## src/rtl/inst_fetch_pkg.sv

```systemverilog
// Shared fetch-stage definitions: bus widths, reset level, zero word and
// the word-alignment helper used for redirect targets.
package inst_fetch_pkg;

  localparam int InstAddrBus = 32;
  localparam int InstBus     = 32;

  localparam logic             RstEnable = 1'b1;
  localparam logic [InstBus-1:0] ZeroWord = 32'h0000_0000;

  function automatic logic [InstAddrBus-1:0] word_align(input logic [InstAddrBus-1:0] a);
    return a & ~32'h0000_0003;
  endfunction

endpackage

```

## src/rtl/inst_fetch.sv

```systemverilog
// Instruction fetch stage: one outstanding imem request, a one-entry stall
// buffer and a registered output stage feeding the IF/ID register.
module inst_fetch
  import inst_fetch_pkg::*;
#(
  parameter logic [InstAddrBus-1:0] RESET_PC = 32'h0000_0000
) (
  input  logic                   clk,
  input  logic                   rst,
  input  logic                   stall_i,
  input  logic                   redirect_i,
  input  logic [InstAddrBus-1:0] redirect_addr_i,
  output logic                   imem_req_o,
  output logic [InstAddrBus-1:0] imem_addr_o,
  input  logic                   imem_ack_i,
  input  logic [InstBus-1:0]     imem_data_i,
  output logic [InstAddrBus-1:0] if_addr_o,
  output logic [InstBus-1:0]     if_data_o,
  output logic                   if_valid_o,
  output logic [1:0]             state_dbg
);

  typedef enum logic [1:0] {
    IDLE  = 2'd0,
    FETCH = 2'd1,
    HOLD  = 2'd2,
    FLUSH = 2'd3
  } state_t;

  // Handshake: a request is open while imem_req_o=1; imem_addr_o stays
  // stable until the cycle imem_ack_i=1, which also carries imem_data_i.
  state_t                 state;
  logic [InstAddrBus-1:0] pc;
  logic [InstAddrBus-1:0] pend;
  logic [InstAddrBus-1:0] buf_addr;
  logic [InstBus-1:0]     buf_data;
  logic [InstAddrBus-1:0] target;

  assign target      = word_align(redirect_addr_i);
  assign imem_req_o  = (state == FETCH) || (state == FLUSH);
  assign imem_addr_o = pc;
  assign state_dbg   = state;

  always_ff @(posedge clk) begin
    if (rst == RstEnable) begin
      state      <= IDLE;
      pc         <= RESET_PC;
      pend       <= ZeroWord;
      buf_addr   <= ZeroWord;
      buf_data   <= ZeroWord;
      if_addr_o  <= ZeroWord;
      if_data_o  <= ZeroWord;
      if_valid_o <= 1'b0;
    end else begin
      // A redirect always squashes whatever would be presented next.
      if (redirect_i) begin
        if_valid_o <= 1'b0;
        if_data_o  <= ZeroWord;
      end
      case (state)
        IDLE: begin
          if (redirect_i) pc <= target;
          state <= FETCH;
        end
        FETCH: begin
          if (redirect_i) begin
            if (imem_ack_i) begin
              pc <= target;
            end else begin
              pend  <= target;
              state <= FLUSH;
            end
          end else if (imem_ack_i) begin
            pc <= pc + 32'd4;
            if (stall_i) begin
              buf_addr <= pc;
              buf_data <= imem_data_i;
              state    <= HOLD;
            end else begin
              if_addr_o  <= pc;
              if_data_o  <= imem_data_i;
              if_valid_o <= 1'b1;
            end
          end else if (!stall_i) begin
            if_valid_o <= 1'b0;
            if_data_o  <= ZeroWord;
          end
        end
        HOLD: begin
          if (redirect_i) begin
            pc       <= target;
            buf_addr <= ZeroWord;
            buf_data <= ZeroWord;
            state    <= FETCH;
          end else if (!stall_i) begin
            if_addr_o  <= buf_addr;
            if_data_o  <= buf_data;
            if_valid_o <= 1'b1;
            state      <= FETCH;
          end
        end
        FLUSH: begin
          // The word in flight belongs to the squashed path; only its ack matters.
          if (redirect_i) pend <= target;
          if (imem_ack_i) begin
            pc    <= redirect_i ? target : pend;
            state <= FETCH;
          end
        end
        default: state <= IDLE;
      endcase
    end
  end

endmodule

```

## config.mk

```make
export PLATFORM = sky130hd
export DESIGN_NAME = inst_fetch
export DESIGN_NICKNAME = d
export VERILOG_FILES = /design/src/rtl/inst_fetch_pkg.sv /design/src/rtl/inst_fetch.sv
export SDC_FILE = /design/constraint.sdc
export NUM_CORES = 1
export LEC_CHECK = 0
export CORE_ASPECT_RATIO = 1.4
export CORE_UTILIZATION = 35
export DETAILED_ROUTE_END_ITERATION = 10
export PLACE_DENSITY_LB_ADDON = 0.12
export SKIP_CTS_REPAIR_TIMING = 1
export SLEW_MARGIN = 15
export SYNTH_ARGS = -nofsm -noshare
export SYNTH_HDL_FRONTEND = slang
export SYNTH_SLANG_ARGS = --single-unit
```

## constraint.sdc

```tcl
create_clock -name clk -period 2.13 [get_ports clk]
set_input_delay 0.213 -clock clk [delete_from_list [all_inputs] [get_ports clk]]
set_output_delay 0.213 -clock clk [all_outputs]
set_load 0.01 [all_outputs]
```

Word level (Yosys, flattened, before mapping)

Cells that the tools add are included.

Bits in registers: 195
Bits in latches: 0
Bits in writable memories: 0
Bits in read-only memories: 0
Bits of input ports: 69
Output and inout port bits: 100
Word-level logic and storage cells: 85
Memories kept: 0

Add/subtract/negate cells: 1
$mul: 0
Div/mod/pow operators: 0
Magnitude comparators: 0
Equal/unequal tests: 18
Shifts and indexed selects: 0
Muxes and demuxes: 48
Bitwise gates (word level): 0
Reductions and logical operators: 10

Operators with widths:

| cell                                          | count |
|---|---|
| 2-to-1 mux 32 bit                             | 27 |
| one-hot mux 32 bit (2 select lines)           | 5 |
| one-hot mux 32 bit (3 select lines)           | 1 |
| adder 32 x 3 -> 32 bit, second input constant | 1 |
| != test 2 bit, second input constant          | 10 |
| 2-to-1 mux 2 bit                              | 7 |
| != test 3 bit, second input constant          | 4 |
| AND reduction 5 bit                           | 2 |
| one-hot mux 2 bit (4 select lines)            | 1 |
| 2-to-1 mux 1 bit                              | 6 |
| AND reduction 3 bit                           | 2 |
| AND reduction 6 bit                           | 1 |
| == test 2 bit, second input constant          | 2 |
| nonzero test 2 bit                            | 2 |
| == test 2 x 1 -> 1 bit, second input constant | 1 |
| zero test 2 bit                               | 1 |
| != test 2 x 1 -> 1 bit, second input constant | 1 |
| one-hot mux 1 bit (2 select lines)            | 1 |
| OR reduction 2 bit                            | 1 |
| logical OR 1 bit                              | 1 |

Longest topological paths before layout

Gate-level depths: netlist of run 1.

Word-level depth: 5
Gate-level depth with buffers: 11
Gate-level depth less buffers: 7

Worst setup path after synthesis of run 1

OpenSTA, ideal clock, no wires.

Path type: register to register
Start: reg state[0] (netlist: state_dbg[0])
End: reg pc[7] (netlist: imem_addr_o[7])
Library setup time: 0.128 ns
Arrival time: 1.878 ns
Data required time: 2.002 ns
Slack: 0.124 ns
Stages on the path, launching flop included: 10
Buffers on the path: 2
Period minus slack after synthesis: 2.006 ns
Cells stage by stage: dfxtp_1 > inv_1 > ha_1 > or2_1 > clkbuf_1 > clkbuf_1 > a22oi_1 > o221ai_1 > a22oi_1 > nor2_1

Cells in the longest elaborated chain, start to end: 4
Elaborated cells on any way between the ends: 10
Those cells by class: 6 x eq/ne; 1 x mux; 3 x reduce/logical

Ends and longest elaborated chain:

| element                                                 | RTL line         | text |
|---|---|---|
| start: declaration                                      | inst_fetch.sv:32 | `state_t state;` |
| start signal: assignment                                | inst_fetch.sv:46 | `state <= IDLE;` |
| start signal: assignment                                | inst_fetch.sv:63 | `state <= FETCH;` |
| start signal: assignment                                | inst_fetch.sv:71 | `state <= FLUSH;` |
| == test 2 bit / zero test 2 bit (equally long branches) | inst_fetch.sv:60 | `case (state)` |
| OR reduction 2 bit (no line)                            | n/a              |  |
| != test 2 x 1 -> 1 bit (no line)                        | n/a              |  |
| AND reduction 3 bit (no line)                           | n/a              |  |
| end signal: assignment                                  | inst_fetch.sv:62 | `if (redirect_i) pc <= target;` |
| end signal: assignment                                  | inst_fetch.sv:68 | `pc <= target;` |
| end signal: assignment                                  | inst_fetch.sv:74 | `pc <= pc + 32'd4;` |
| end: declaration                                        | inst_fetch.sv:33 | `logic [InstAddrBus-1:0] pc;` |

Several ways; a longest one is shown, not always the timed one.
A chain may end at the register's enable or synchronous reset.

Final worst setup path of run 1

Start: reg state[1] (netlist: state_dbg[1])
End: reg pc[16] (netlist: imem_addr_o[16])

The elaborated chain is that of the path after synthesis.

==> results.cfg, run 1 <==
[timing]
relSlewSlack_pct = 65.10
finalSetupViolCount = 0
rsz0062_at_grt = false
hold_viol_final = 0
worst_slew_pin_slew_ps = 518.8
fin_crit_ps = 2017
whs_ps = 67.76
fin_skew_ps = 9.923
postLayoutSetupSlackWorst_ps = 112.7
tns_ps = 0
fmaxAchievable_mhz = 495.7
slew_violations = 0
period_share_pct = 94.71

[power]
p_sw_share_pct = 33.90
irDropWorstVdd_mv = 0.5655
power_switching_mw = 3.806
sequentialPowerShare_pct = 38.2
p_leak_nw = 4.588
p_per_area_nw_per_um2 = 886.9
combPwrFrac_pct = 32.1
power_mw = 11.23
p_clk_share_pct = 29.6
internal_power_mw = 7.422

[run]
maxCapViolCount = 0

[critical_path]
crit_path_max_fanout = 17
end_kind = flop
cp.required_ps = 2470
worstSetupStartpointType = flop
path_class = flop to flop
cp_data_arrival_time_ps = 2360

[floorplanning]
core_um2 = 26100
rows = 70
die_width_um = 139.8
dieArea_um2 = 27240
initial_core_util_pct = 35.64
die_y_um = 194.9
ios = 169

[synth]
synth_cell_types = 62
syn_avg_cell_area_um2 = 8.342
synth_compound_area_share_pct = 22.60
synth_fa_ha_area_share_pct = 0.6726
ys_warn_count = 0
synth_ff_type = dfxtp_1
synth_cells = 1115
synth_edf_count = 0
synth_top_family_by_area = compound AO/OA/AOI/OAI gates
synth.area.mux_share_pct = 7.345
synth-async-reset-ratio_pct = 0
synth_seq_cells = 195
syn_nets = 1189
yosysSeqAreaShare_pct = 41.97
yosys.area_share.simple_pct = 22.02
yosys.area.top_type_share_pct = 41.97
synth_area_um2 = 9301
synth_area_leader_cell = dfxtp_1
synth-xor-area-share_pct = 0.09416
synth_area_leaders = dfxtp_1, mux2i_1, a21oi_1

[layout]
mostFrequentLayoutCells = dfxtp_1, clkdlybuf4s50_1, nor2_1
syn_to_final_growth_pct = 36.10
drive_above_1_share_pct = 12.49
layout_commonest_cell = dfxtp_1
antenna_cells = 0
fin_area_um2 = 12660
final_util_pct = 48.50
nNetsFinal = 1366
fillers = 2584
finalNonFillerCells = 1629

[global_routing]
grt_pass1_wl_um = 47300
grt_overflow = 0
grt.total_usage_pct = 22.21
antenna_found_initial = 0
grt_max_degree = 102
first_global_vias = 8368

[routing]
drcViolationCount = 0
drt_iter0_drc = 656
via_per_inst = 5.554
drt_wl_total_um = 30300
wl_per_cell_um = 18.60
vias = 9047
dr.pass1.iters = 7
postRouteAntennaNets = 0

[clocking]
cts_buffers = 17
cts_tree = yes
clock_latency_ps = 440
clock_path_buffers = 2
cts-root-buf = clkbuf_16
h-tree-depth = 4
cts.sink_count = 195
path_clk_slew_ps = 80

[placed_design]
post-place-cells = 1594
preCtsSetupSlack_ps = 48.67
place_congestion = 0.8592
dp_hpwl_um = 20550
io_buffers = 166
place_area_um2 = 11950

[run_status]
status = finished, final reports clean

[hold_path]
min_path_type = input pin to flop
## critical path, cell delays in order (launching register included)
cell and delay [ps]:
dfxtp_1 350, inv_1 90, ha_1 190, or2_4 280, buf_12 160, a22o_1 220
a22oi_1 150, buf_4 170, nand2_1 50, o221a_2 260
## flip-flops by register name (all words and copies together) (netlist names)
register     flops
state_dbg        2
imem_addr_o     32
buf_data        32
if_data_o       32
buf_addr        32
if_valid_o       1
if_addr_o       32
pend            32
## final cells by class
| class | count | area [µm²] | share of cell area (%) |
|---|---|---|---|
| Timing Repair Buffer | 266 | 2658 | 20.99 |
| Sequential cell | 195 | 3904 | 30.84 |
| Tap cell | 324 | 405.4 | 3.202 |
| Clock inverter | 14 | 162.7 | 1.285 |
| Clock buffer | 18 | 439.2 | 3.469 |
| Multi-Input combinational cell | 798 | 5039 | 39.80 |
| Inverter | 14 | 52.55 | 0.4151 |
## logic make-up (layout without fill, tap and decap cells)
group / count (synthesis) / in the layout
AO/OA/AOI/OAI: 319 / 319
XOR/XNOR: 1 / 1
adder cells (fa/ha/maj): 5 / 5
buffers and inverters: 122 / 312
flip-flops: 195 / 195
multiplexers: 68 / 68
AND/OR/NAND/NOR: 405 / 405
## power groups by stage
stage / logic [mW] / registers [mW] / clock network, mW
finish: 3.61 / 4.29 / 3.33
global route: 3.92 / 4.35 / 3.56
CTS: 3.59 / 4.30 / 3.43
detailed placement: 3.58 / 4.38 / 0
global placement: 3.55 / 4.37 / 0
floorplan: 1.71 / 4.47 / 0
## path summary, 6_finish.rpt
kind,startpoint,end,slack (ps),cells past startpoint
max,state_dbg[1]$_SDFFE_PP0P_,imem_addr_o[16]$_SDFFE_PP0P_,110,9
min,rst,imem_addr_o[4]$_SDFFE_PP0P_,70,2
max reg2reg,state_dbg[1]$_SDFFE_PP0P_,imem_addr_o[16]$_SDFFE_PP0P_,110,9
min reg2reg,if_data_o[17]$_SDFF_PP0_,if_data_o[17]$_SDFF_PP0_,470,2
## layer usage
layer	part of all wire [%]	global-route usage, %	vias to the layer above	wire length, µm
met5	0	0	-	0
met4	2.4	7.937	0	716
li1	-	-	4420	-
met1	40	26.48	4334	12220
met2	53	39.57	264	15920
met3	4.7	3.917	29	1434
## cell usage after synthesis (all sizes together) (2+ instances only)
cell type  instances
inv               14
a22o               6
a41oi              2
o32ai              4
a211oi            38
o22ai              4
a21oi            121
o211ai             7
and2               2
nand4              7
buf               37
and3               9
or4                3
nor3              15
nand2             77
clkbuf            71
o21a               2
nand3             16
nand2b            34
a22oi             27
dfxtp            195
ha                 5
a31o               2
nor3b             58
and4               7
mux2               2
nor2b              5
o21ai             45
a221oi             4
o211a              2
a31oi              5
nor2             158
o221ai             6
mux2i             66
a222oi            32
nor4               9
Note: power is estimated with default switching activity, not from simulation.
==> run 2: changes to the inputs <==
--- a/config.mk
+++ b/config.mk
@@ -8,6 +8,7 @@
 export CORE_ASPECT_RATIO = 1.4
 export CORE_UTILIZATION = 35
 export DETAILED_ROUTE_END_ITERATION = 10
+export GPL_TIMING_DRIVEN = 0
 export PLACE_DENSITY_LB_ADDON = 0.12
 export SKIP_CTS_REPAIR_TIMING = 1
 export SLEW_MARGIN = 15
==> run 2 against run 1 <==
Final cell count increased by 0.61%. Fmax decreased by 4.5%. Critical path depth decreased by 4. Largest cell class unchanged. Largest power group unchanged.
==> results.cfg, run 2 (synthesized netlist as in run 1, its figures left out) <==
[timing]
relSlewSlack_pct = 43.81
slew_violations = 0
worst_slew_pin_slew_ps = 842.9
hold_viol_final = 0
fin_crit_ps = 2111
fmaxAchievable_mhz = 473.6
fin_skew_ps = 11.11
whs_ps = 340.4
postLayoutSetupSlackWorst_ps = 18.59
finalSetupViolCount = 0
tns_ps = 0
period_share_pct = 99.13
rsz0062_at_grt = true

[clocking]
clock_path_buffers = 2
clock_latency_ps = 450
cts-root-buf = clkbuf_16
cts_tree = yes
cts_buffers = 17
path_clk_slew_ps = 80
h-tree-depth = 4
cts.sink_count = 195

[layout]
final_util_pct = 47.54
syn_to_final_growth_pct = 33.39
layout_commonest_cell = dfxtp_1
mostFrequentLayoutCells = dfxtp_1, clkdlybuf4s50_1, nor2_1
fillers = 2578
drive_above_1_share_pct = 12.86
nNetsFinal = 1375

[critical_path]
reg2reg_to = imem_addr_o[27]$_SDFFE_PP0P_
reg2reg_from = imem_addr_o[4]$_SDFFE_PP0P_
r2r_cells = 5
rrSetupSlack_ps = 20
cp_data_arrival_time_ps = 2440
worst_path_max_delay_cell = and2_1
crit_chain = buf_2 -> and4_1 -> and2_1 -> nand4_1 -> a221o_1
end_kind = flop
crit_path_max_fanout = 10
critical-path-top-delay-family = simple AND/OR/NAND/NOR gates
cp.depth = 5
path_buf_inv = 1
cpPeakStageDelay_ps = 440
worstSetupStartpointType = flop
path_class = flop to flop
cp.required_ps = 2460
startpoint = imem_addr_o[4]$_SDFFE_PP0P_

[power]
p_leak_nw = 4.446
p_per_area_nw_per_um2 = 886.9
irDropWorstVdd_mv = 0.5978

[floorplanning]
dieArea_um2 = 27240
initial_core_util_pct = 35.64
ios = 169
die_width_um = 139.8
rows = 70
core_um2 = 26100
die_y_um = 194.9

[routing]
drt_wl_total_um = 33710
postRouteAntennaNets = 0
via_per_inst = 5.631
vias = 9230
wl_per_cell_um = 20.57
drcViolationCount = 0
dr.pass1.iters = 8
drt_iter0_drc = 556

[placed_design]
place_congestion = 0.9280
preCtsSetupSlack_ps = -633.1
io_buffers = 164
dp_hpwl_um = 24750

[global_routing]
antenna_found_initial = 1
grt_pass1_wl_um = 51550
grt.total_usage_pct = 24.62
grt_max_degree = 19
grt_overflow = 0
first_global_vias = 8859

[hold_path]
min_path_type = input pin to flop
holdPathStages = 3
min-delay-start = imem_ack_i
whs_endpoint = if_valid_o$_SDFF_PP0_

[run]
maxCapViolCount = 0

[run_status]
status = finished, final reports clean
run 2: cell count changes in the layout (fill, tap and decap cells not counted), sizes merged:
| cell | change |
|---|---|
| diode | +1 |
| clkinvlp | +1 |
| clkinv | +3 |
| buf | -49 |
| bufinv | -1 |
| inv | -3 |
| clkdlybuf4s50 | -1 |
| clkbuf | +59 |
run 2: worst min-delay path, delay by kind of cell:
kind            cells  cell delay [ps]
buf+inv             1              210
compound gates      2              320
run 2: final cells by class:
type,instances,area (µm²),area share (%)
Buffer,104,621.8,5.012
Clock inverter,14,121.4,0.9782
Sequential cell,195,3914,31.54
Clock buffer,18,429.2,3.459
Timing Repair Buffer,171,1700,13.71
Tap cell,324,405.4,3.267
Inverter,14,52.55,0.4236
Antenna cell,1,2.502,0.02017
Multi-Input combinational cell,798,5160,41.59
run 2: worst max-delay path by stage:
stage / end / slack, ps
final: imem_addr_o[27]$_SDFFE_PP0P_ / 20
after global routing: if_data_o[22]$_SDFF_PP0_ / -90
after CTS: imem_addr_o[18]$_SDFFE_PP0P_ / -660
after detailed placement: imem_addr_o[18]$_SDFFE_PP0P_ / -630
after global placement: imem_addr_o[18]$_SDFFE_PP0P_ / -660
after floorplan: imem_addr_o[7]$_SDFFE_PP0P_ / 120
run 2: where the power goes:
part | internal, mW | leakage [nW] | switching, mW | total [mW]
Sequential | 4.04 | 1.59 | 0.382 | 4.43
Combinational | 1.49 | 2.59 | 1.97 | 3.46
Clock | 1.53 | 0.264 | 1.59 | 3.12
run 2: layer usage:
layer  vias to the layer above  GRT usage [%]  wire length, µm
met5                         -              0                0
met4                         0          8.669              808
met3                        47          4.114             1636
met2                       269          45.80            17790
met1                      4472          27.95            13480
li1                       4442              -                -
run 2: through the flow:
stage | std cells | power [mW] | cell area, µm²
floorplan | 1115 | 6.177 | 9301
global placement | 1603 | 7.610 | 11350
detailed placement | 1603 | 7.638 | 11350
CTS | 1635 | 10.74 | 11900
global route | 1639 | 11.53 | 12410
finish | 1639 | 11.00 | 12410
